`config.mk`:
```
export PLATFORM = sky130hd
export DESIGN_NAME = spi_byte_master
export DESIGN_NICKNAME = d
export VERILOG_FILES = /design/src/rtl/spi_byte_master.sv
export SDC_FILE = /design/constraint.sdc
export NUM_CORES = 1
export LEC_CHECK = 0
export BUFFER_PORTS_ARGS = -buffer_cell sky130_fd_sc_hd__buf_2
export CORE_MARGIN = 2
export CORE_UTILIZATION = 59
export CTS_BUF_LIST = sky130_fd_sc_hd__clkbuf_2 sky130_fd_sc_hd__clkbuf_4 sky130_fd_sc_hd__clkbuf_8
export DETAILED_ROUTE_END_ITERATION = 12
export PLACE_DENSITY = 0.82
export SLEW_MARGIN = 5
export SYNTH_ARGS = -nofsm -noshare
export SYNTH_HDL_FRONTEND = slang
export SYNTH_SLANG_ARGS = --single-unit
```
`constraint.sdc`:
```
create_clock -name clock -period 2.1 [get_ports clock]
set_clock_uncertainty 0.15 [all_clocks]
set_input_delay 0 -clock clock [delete_from_list [all_inputs] [get_ports clock]]
set_output_delay 0 -clock clock [all_outputs]
set_load 0.1 [all_outputs]
```
`src/rtl/spi_byte_master.sv`:
```
// -----------------------------------------------------------------------------
// spi_byte_master
//
// SPI mode-0 byte master. It accepts one byte at a time on a valid/ready
// handshake and shifts it out MSB first on sdo. At the same time it shifts
// sdi into a receive register and reports each received byte on a one-cycle
// rx_valid pulse. Bytes sent back-to-back without tx_last share one
// chip-select frame. The block idles in WAIT between such bytes with csb
// still low. A byte marked tx_last closes the frame after a hold time of
// one SCK half-period.
//
// Ports
//   clock     system clock; all logic uses its rising edge
//   resetn    asynchronous active-low reset
//   div       SCK half-period minus one, in clock cycles
//   tx_valid  a transmit byte is offered
//   tx_ready  the offered byte is taken on this cycle's edge
//   tx_data   byte to send, MSB first
//   tx_last   release csb after this byte
//   abort     synchronous cancel of the current transfer
//   rx_valid  one-cycle pulse: rx_data holds a completed byte
//   rx_data   last received byte, held until the next rx_valid
//   sck, csb, sdo, sdoenb (active-low sdo enable), sdi: SPI pins
// -----------------------------------------------------------------------------
module spi_byte_master #(
    parameter int DIV_WIDTH = 8
) (
    input  logic                 clock,
    input  logic                 resetn,
    input  logic [DIV_WIDTH-1:0] div,
    input  logic                 tx_valid,
    output logic                 tx_ready,
    input  logic [7:0]           tx_data,
    input  logic                 tx_last,
    input  logic                 abort,
    output logic                 rx_valid,
    output logic [7:0]           rx_data,
    output logic                 sck,
    output logic                 csb,
    output logic                 sdo,
    output logic                 sdoenb,
    input  logic                 sdi
);

    typedef enum logic [1:0] {
        ST_IDLE,
        ST_SHIFT,
        ST_WAIT,
        ST_HOLD
    } state_t;

    state_t               state_q,    state_d;
    logic [DIV_WIDTH-1:0] hdiv_q,     hdiv_d;     // latched div, so H = hdiv_q + 1
    logic [DIV_WIDTH-1:0] cnt_q,      cnt_d;      // cycles elapsed in the current half-period
    logic [2:0]           fall_q,     fall_d;     // SCK falls already completed in this byte
    logic                 last_q,     last_d;
    logic [7:0]           tx_sh_q,    tx_sh_d;
    logic [7:0]           rx_sh_q,    rx_sh_d;
    logic                 sck_q,      sck_d;
    logic                 csb_q,      csb_d;
    logic                 sdo_q,      sdo_d;
    logic                 sdoenb_q,   sdoenb_d;
    logic                 tx_ready_q, tx_ready_d;
    logic                 rx_valid_q, rx_valid_d;
    logic [7:0]           rx_data_q,  rx_data_d;

    logic accept;
    logic half_tick;

    // -------------------------------------------------------------------------
    // Next-state and output logic
    // -------------------------------------------------------------------------
    always_comb begin
        // NOTE: every signal assigned here gets a default first, so no path
        // leaves a signal unassigned and no latch is inferred.
        state_d    = state_q;
        hdiv_d     = hdiv_q;
        cnt_d      = cnt_q;
        fall_d     = fall_q;
        last_d     = last_q;
        tx_sh_d    = tx_sh_q;
        rx_sh_d    = rx_sh_q;
        sck_d      = sck_q;
        csb_d      = csb_q;
        sdo_d      = sdo_q;
        sdoenb_d   = sdoenb_q;
        rx_valid_d = 1'b0;
        rx_data_d  = rx_data_q;

        // abort takes priority over the handshake, so no byte is taken with it
        accept    = tx_valid && tx_ready_q && !abort;
        // Last cycle of a half-period. H = hdiv_q + 1 reaches 2^DIV_WIDTH
        // without a wider counter.
        half_tick = (cnt_q == hdiv_q);

        case (state_q)
            ST_IDLE, ST_WAIT: begin
                if (accept) begin
                    // The divider is sampled only at the start of a frame.
                    // A burst keeps the H it started with.
                    if (state_q == ST_IDLE) begin
                        hdiv_d = div;
                    end
                    tx_sh_d  = tx_data;
                    sdo_d    = tx_data[7];
                    last_d   = tx_last;
                    csb_d    = 1'b0;
                    sdoenb_d = 1'b0;
                    cnt_d    = '0;
                    fall_d   = '0;
                    state_d  = ST_SHIFT;
                end
            end

            ST_SHIFT: begin
                cnt_d = half_tick ? '0 : cnt_q + 1'b1;
                if (half_tick) begin
                    if (!sck_q) begin
                        // Rising edge: sample the slave.
                        sck_d   = 1'b1;
                        rx_sh_d = {rx_sh_q[6:0], sdi};
                    end else begin
                        sck_d = 1'b0;
                        if (fall_q == 3'd7) begin
                            // Eighth fall. All 8 bits were sampled on the
                            // rises, so the byte is complete. sdo keeps bit 0.
                            rx_valid_d = 1'b1;
                            rx_data_d  = rx_sh_q;
                            fall_d     = '0;
                            state_d    = last_q ? ST_HOLD : ST_WAIT;
                        end else begin
                            fall_d  = fall_q + 3'd1;
                            sdo_d   = tx_sh_q[6];
                            tx_sh_d = {tx_sh_q[6:0], 1'b0};
                        end
                    end
                end
            end

            ST_HOLD: begin
                // Keep csb low for one more half-period after the last fall.
                cnt_d = half_tick ? '0 : cnt_q + 1'b1;
                if (half_tick) begin
                    csb_d    = 1'b1;
                    sdoenb_d = 1'b1;
                    state_d  = ST_IDLE;
                end
            end

            default: begin
                state_d = ST_IDLE;
            end
        endcase

        // A cancel overrides everything the case decided on this edge. That
        // includes a byte completing on the same edge.
        if (abort && (state_q != ST_IDLE)) begin
            state_d    = ST_IDLE;
            csb_d      = 1'b1;
            sck_d      = 1'b0;
            sdoenb_d   = 1'b1;
            rx_valid_d = 1'b0;
            rx_data_d  = rx_data_q;
            cnt_d      = '0;
            fall_d     = '0;
        end

        // tx_ready is registered from the state being entered. It is
        // therefore low during reset and rises on the first edge afterwards.
        tx_ready_d = (state_d == ST_IDLE) || (state_d == ST_WAIT);
    end

    // -------------------------------------------------------------------------
    // State registers
    // -------------------------------------------------------------------------
    // NOTE: sequential state uses non-blocking assignments only, so every flop
    // samples the pre-edge value of its *_d input.
    always_ff @(posedge clock or negedge resetn) begin
        if (!resetn) begin
            state_q    <= ST_IDLE;
            hdiv_q     <= '0;
            cnt_q      <= '0;
            fall_q     <= '0;
            last_q     <= 1'b0;
            tx_sh_q    <= '0;
            rx_sh_q    <= '0;
            sck_q      <= 1'b0;
            csb_q      <= 1'b1;
            sdo_q      <= 1'b0;
            sdoenb_q   <= 1'b1;
            tx_ready_q <= 1'b0;
            rx_valid_q <= 1'b0;
            rx_data_q  <= '0;
        end else begin
            state_q    <= state_d;
            hdiv_q     <= hdiv_d;
            cnt_q      <= cnt_d;
            fall_q     <= fall_d;
            last_q     <= last_d;
            tx_sh_q    <= tx_sh_d;
            rx_sh_q    <= rx_sh_d;
            sck_q      <= sck_d;
            csb_q      <= csb_d;
            sdo_q      <= sdo_d;
            sdoenb_q   <= sdoenb_d;
            tx_ready_q <= tx_ready_d;
            rx_valid_q <= rx_valid_d;
            rx_data_q  <= rx_data_d;
        end
    end

    // All outputs come straight from flops, so the SPI pins are glitch-free.
    assign tx_ready = tx_ready_q;
    assign rx_valid = rx_valid_q;
    assign rx_data  = rx_data_q;
    assign sck      = sck_q;
    assign csb      = csb_q;
    assign sdo      = sdo_q;
    assign sdoenb   = sdoenb_q;

endmodule

```
==> results.py <==
metrics = {
    "drt": {
        "viasPerCell": 5.69,
        "ant_nets": 0,
        "firstDrtPassIters": 4,
        "wl_per_cell_um": 15.3,
        "wl_mm": 4.97,
        "vias": 1844,
        "drt_iter0_markers": 124,
        "drc": 0,
    },
    "place": {
        "port_buffers": 35,
        "hpwl_mm": 3.09,
        "place.gp.congestion": 0.879,
        "dpl_cell_area_mm2": 0.00273,
        "place_ws_ns": 0.173,
        "post-place-cells": 295,
    },
    "pwr": {
        "powerDensity_mw_per_mm2": 785,
        "swShare_pct": 32.4,
        "p_total_mw": 2.39,
        "pwr-share-clk_pct": 25.0,
        "p_leak_nw": 1.44,
        "max-vdd-ir-drop_mv": 0.566,
        "cell_internal_pwr_mw": 1.61,
        "power_switching_uw": 774,
        "p_seq_share_pct": 50.7,
        "pwr-share-comb_pct": 24.2,
    },
    "final_layout": {
        "drive_gt1_share_pct": 32.8,
        "layoutNonFillerInstCount": 324,
        "diodes": 0,
        "fill_cells": 275,
        "nets": 299,
        "fin_util_pct": 75.5,
        "final_cell_mix": "dfrtp_1 (47), buf_2 (35), dlygate4sd3_1 (21)",
        "final-seq-area_mm2": 0.00125,
        "syn_to_final_growth_pct": 22.2,
        "multiInputGateArea_mm2": 0.00114,
        "final_common_cell": "dfrtp_1",
        "design_area_mm2": 0.00304,
    },
    "synthesis": {
        "synth_warnings": 0,
        "synth_edf_count": 0,
        "syn-num-nets": 239,
        "synth.cell_area_mm2": 0.00249,
        "synth_cells": 213,
        "synth_top_flop_cell": "dfrtp_1",
        "postSynthAreaPerCell_um2": 11.7,
        "synth_top_area_cell": "dfrtp_1",
        "synth_top_area_share_pct": 49.3,
        "synthArstFlopShare_pct": 100,
        "synth.area.top_cells": "dfrtp_1 (49%), mux2_4 (9.7%), mux2_2 (3.6%), xnor2_1 (2.8%), nor2_1 (2.6%)",
        "yosysUniqueCellTypes": 52,
        "synth_seq_cells": 50,
        "ys_seq_area_share_pct": 50.3,
    },
    "clocking": {
        "cts-root-buf": "clkbuf_8",
        "clk_pin_slew_worst_paths_ns": 0.09,
        "htree_levels": 2,
        "postCtsSetupRepairBufs": 0,
        "clock_latency_ns": 0.31,
        "cts_max_path_buffers": 2,
        "cts_buffers": 5,
        "cts_tree": "built",
        "cts_sinks": 50,
    },
    "critical_path": {
        "crit_path_cell_trace": "xnor2_1 > nand4_2 > nor2_4 > and3_1 > buf_12 > mux2_4",
        "required_ns": 2.15,
        "cp-end-kind": "flip-flop",
        "startpoint_type": "flip-flop",
        "crit_type": "reg2reg",
        "cp.arrival_ns": 2.00,
        "path_max_fanout": 9,
        "reg2reg_setup_slack_ns": 0.15,
        "slowest_delay_ns": 0.45,
        "cpMaxStageDelayCell": "dfrtp_1",
    },
    "hold_path": {
        "hp-class": "in2async",
    },
    "timing": {
        "setup_viol": 0,
        "worstMarginPinSlew_ns": 0.623,
        "relSlewSlack_pct": 58.4,
        "clock.fmax_mhz": 512,
        "period_share_pct": 93.0,
        "fin_crit_ns": 1.95,
        "whs_ns": 0.162,
        "hold_viol": 0,
        "rsz0062_at_grt": "no",
        "fin_tns_setup_ns": 0,
        "setup_ws_ns": 0.147,
        "drv_slew": 0,
    },
    "floorplanning": {
        "die_w_um": 68.9,
        "coreArea_mm2": 0.00403,
        "ios": 36,
        "fp-row-count": 23,
        "die_y_um": 68.9,
        "die-area_mm2": 0.00475,
        "start_util_pct": 61.8,
    },
    "outcome": {
        "status": "finished clean",
    },
    "grt": {
        "grt_use_total_pct": 23.7,
        "grt_max_degree": 51,
        "grt_pass1_wl_mm": 8.12,
        "first_global_vias": 1694,
        "antenna_found_initial": 0,
        "overflow": 0,
    },
    "job": {
        "cap_viol_max_count": 0,
    },
}
==> critical path, delay by kind of cell (launching register included) <==
family	cells	cell delay, ns
flip-flops	1	0.45
multiplexers	1	0.31
XOR/XNOR	1	0.22
buffers and inverters	1	0.16
AND/OR/NAND/NOR	3	0.56
==> flip-flops by register name (all words and copies together) (netlist names) <==
name,cells
rx_data,8
sck,1
tx_sh_q,7
cnt_q,8
rx_sh_q,8
sdo,1
sdoenb,1
tx_ready,1
rx_valid,1
state_q,2
last_q,1
hdiv_q,8
fall_q,3
==> final cells by class <==
class	instances	share of cell area (%)
Clock buffer	6	2.71
Clock inverter	2	0.535
Inverter	4	0.494
Multi-Input combinational cell	147	37.6
Sequential cell	50	41.3
Tap cell	50	2.06
Timing Repair Buffer	65	15.3
==> what timing repair did <==
action	in CTS	in global routing
hold buffers	21	0
resized for setup	0	0
endpoints found under the hold margin	71	0
==> cells by family after synthesis <==
family                   share of synthesized area [%]
buffers and inverters                             3.67
AO/OA/AOI/OAI                                     13.2
XOR/XNOR                                          2.82
adder cells (fa/ha/maj)                           2.01
flip-flops                                        50.3
AND/OR/NAND/NOR                                   14.3
multiplexers                                      13.7
==> per-layer routing <==
metal / GRT usage, % / vias up / share of wire (%)
met4: 8.09 / 0 / 1.3
met3: 4.87 / 7 / 4.0
met2: 39.2 / 42 / 50
met5: 0 / - / 0
li1: - / 886 / -
met1: 31.3 / 909 / 45
==> power by group through the flow <==
stage          Sequential [mW]  Combinational, mW  Clock (mW)
6_report                  1.21              0.579       0.598
5_1_grt                   1.23              0.629       0.643
4_1_cts                   1.21              0.580       0.609
3_5_place_dp              1.23              0.549           0
3_3_place_gp              1.22              0.537           0
2_1_floorplan             1.33              0.320           0
==> synth_stat cells, drive strengths merged, types with 3 or more instances <==
| cell | count |
|---|---|
| nor3 | 8 |
| nand2 | 17 |
| a21oi | 9 |
| nand2b | 3 |
| or2 | 3 |
| o21ai | 4 |
| nor2 | 20 |
| o22a | 7 |
| inv | 4 |
| ha | 4 |
| mux2 | 25 |
| xnor2 | 8 |
| dfrtp | 49 |
| nand3 | 6 |
| buf | 10 |
==> path summary, 6_finish.rpt <==
| kind | to | depth (start not counted) | from |
|---|---|---|---|
| min | cnt_q[6]$_DFFE_PN0P_ | 3 | resetn |
| max reg2reg | rx_data[0]$_DFFE_PN0P_ | 6 | cnt_q[2]$_DFFE_PN0P_ |
| max in group asynchronous | sck$_DFFE_PN0P_ | 3 | resetn |
| max | rx_data[0]$_DFFE_PN0P_ | 6 | cnt_q[2]$_DFFE_PN0P_ |
| min reg2reg | fall_q[1]$_DFFE_PN0P_ | 1 | fall_q[1]$_DFFE_PN0P_ |
| min in group clock | last_q$_DFFE_PN0P_ | 4 | tx_last |
No activity file was read; power rests on OpenSTA's default activity.
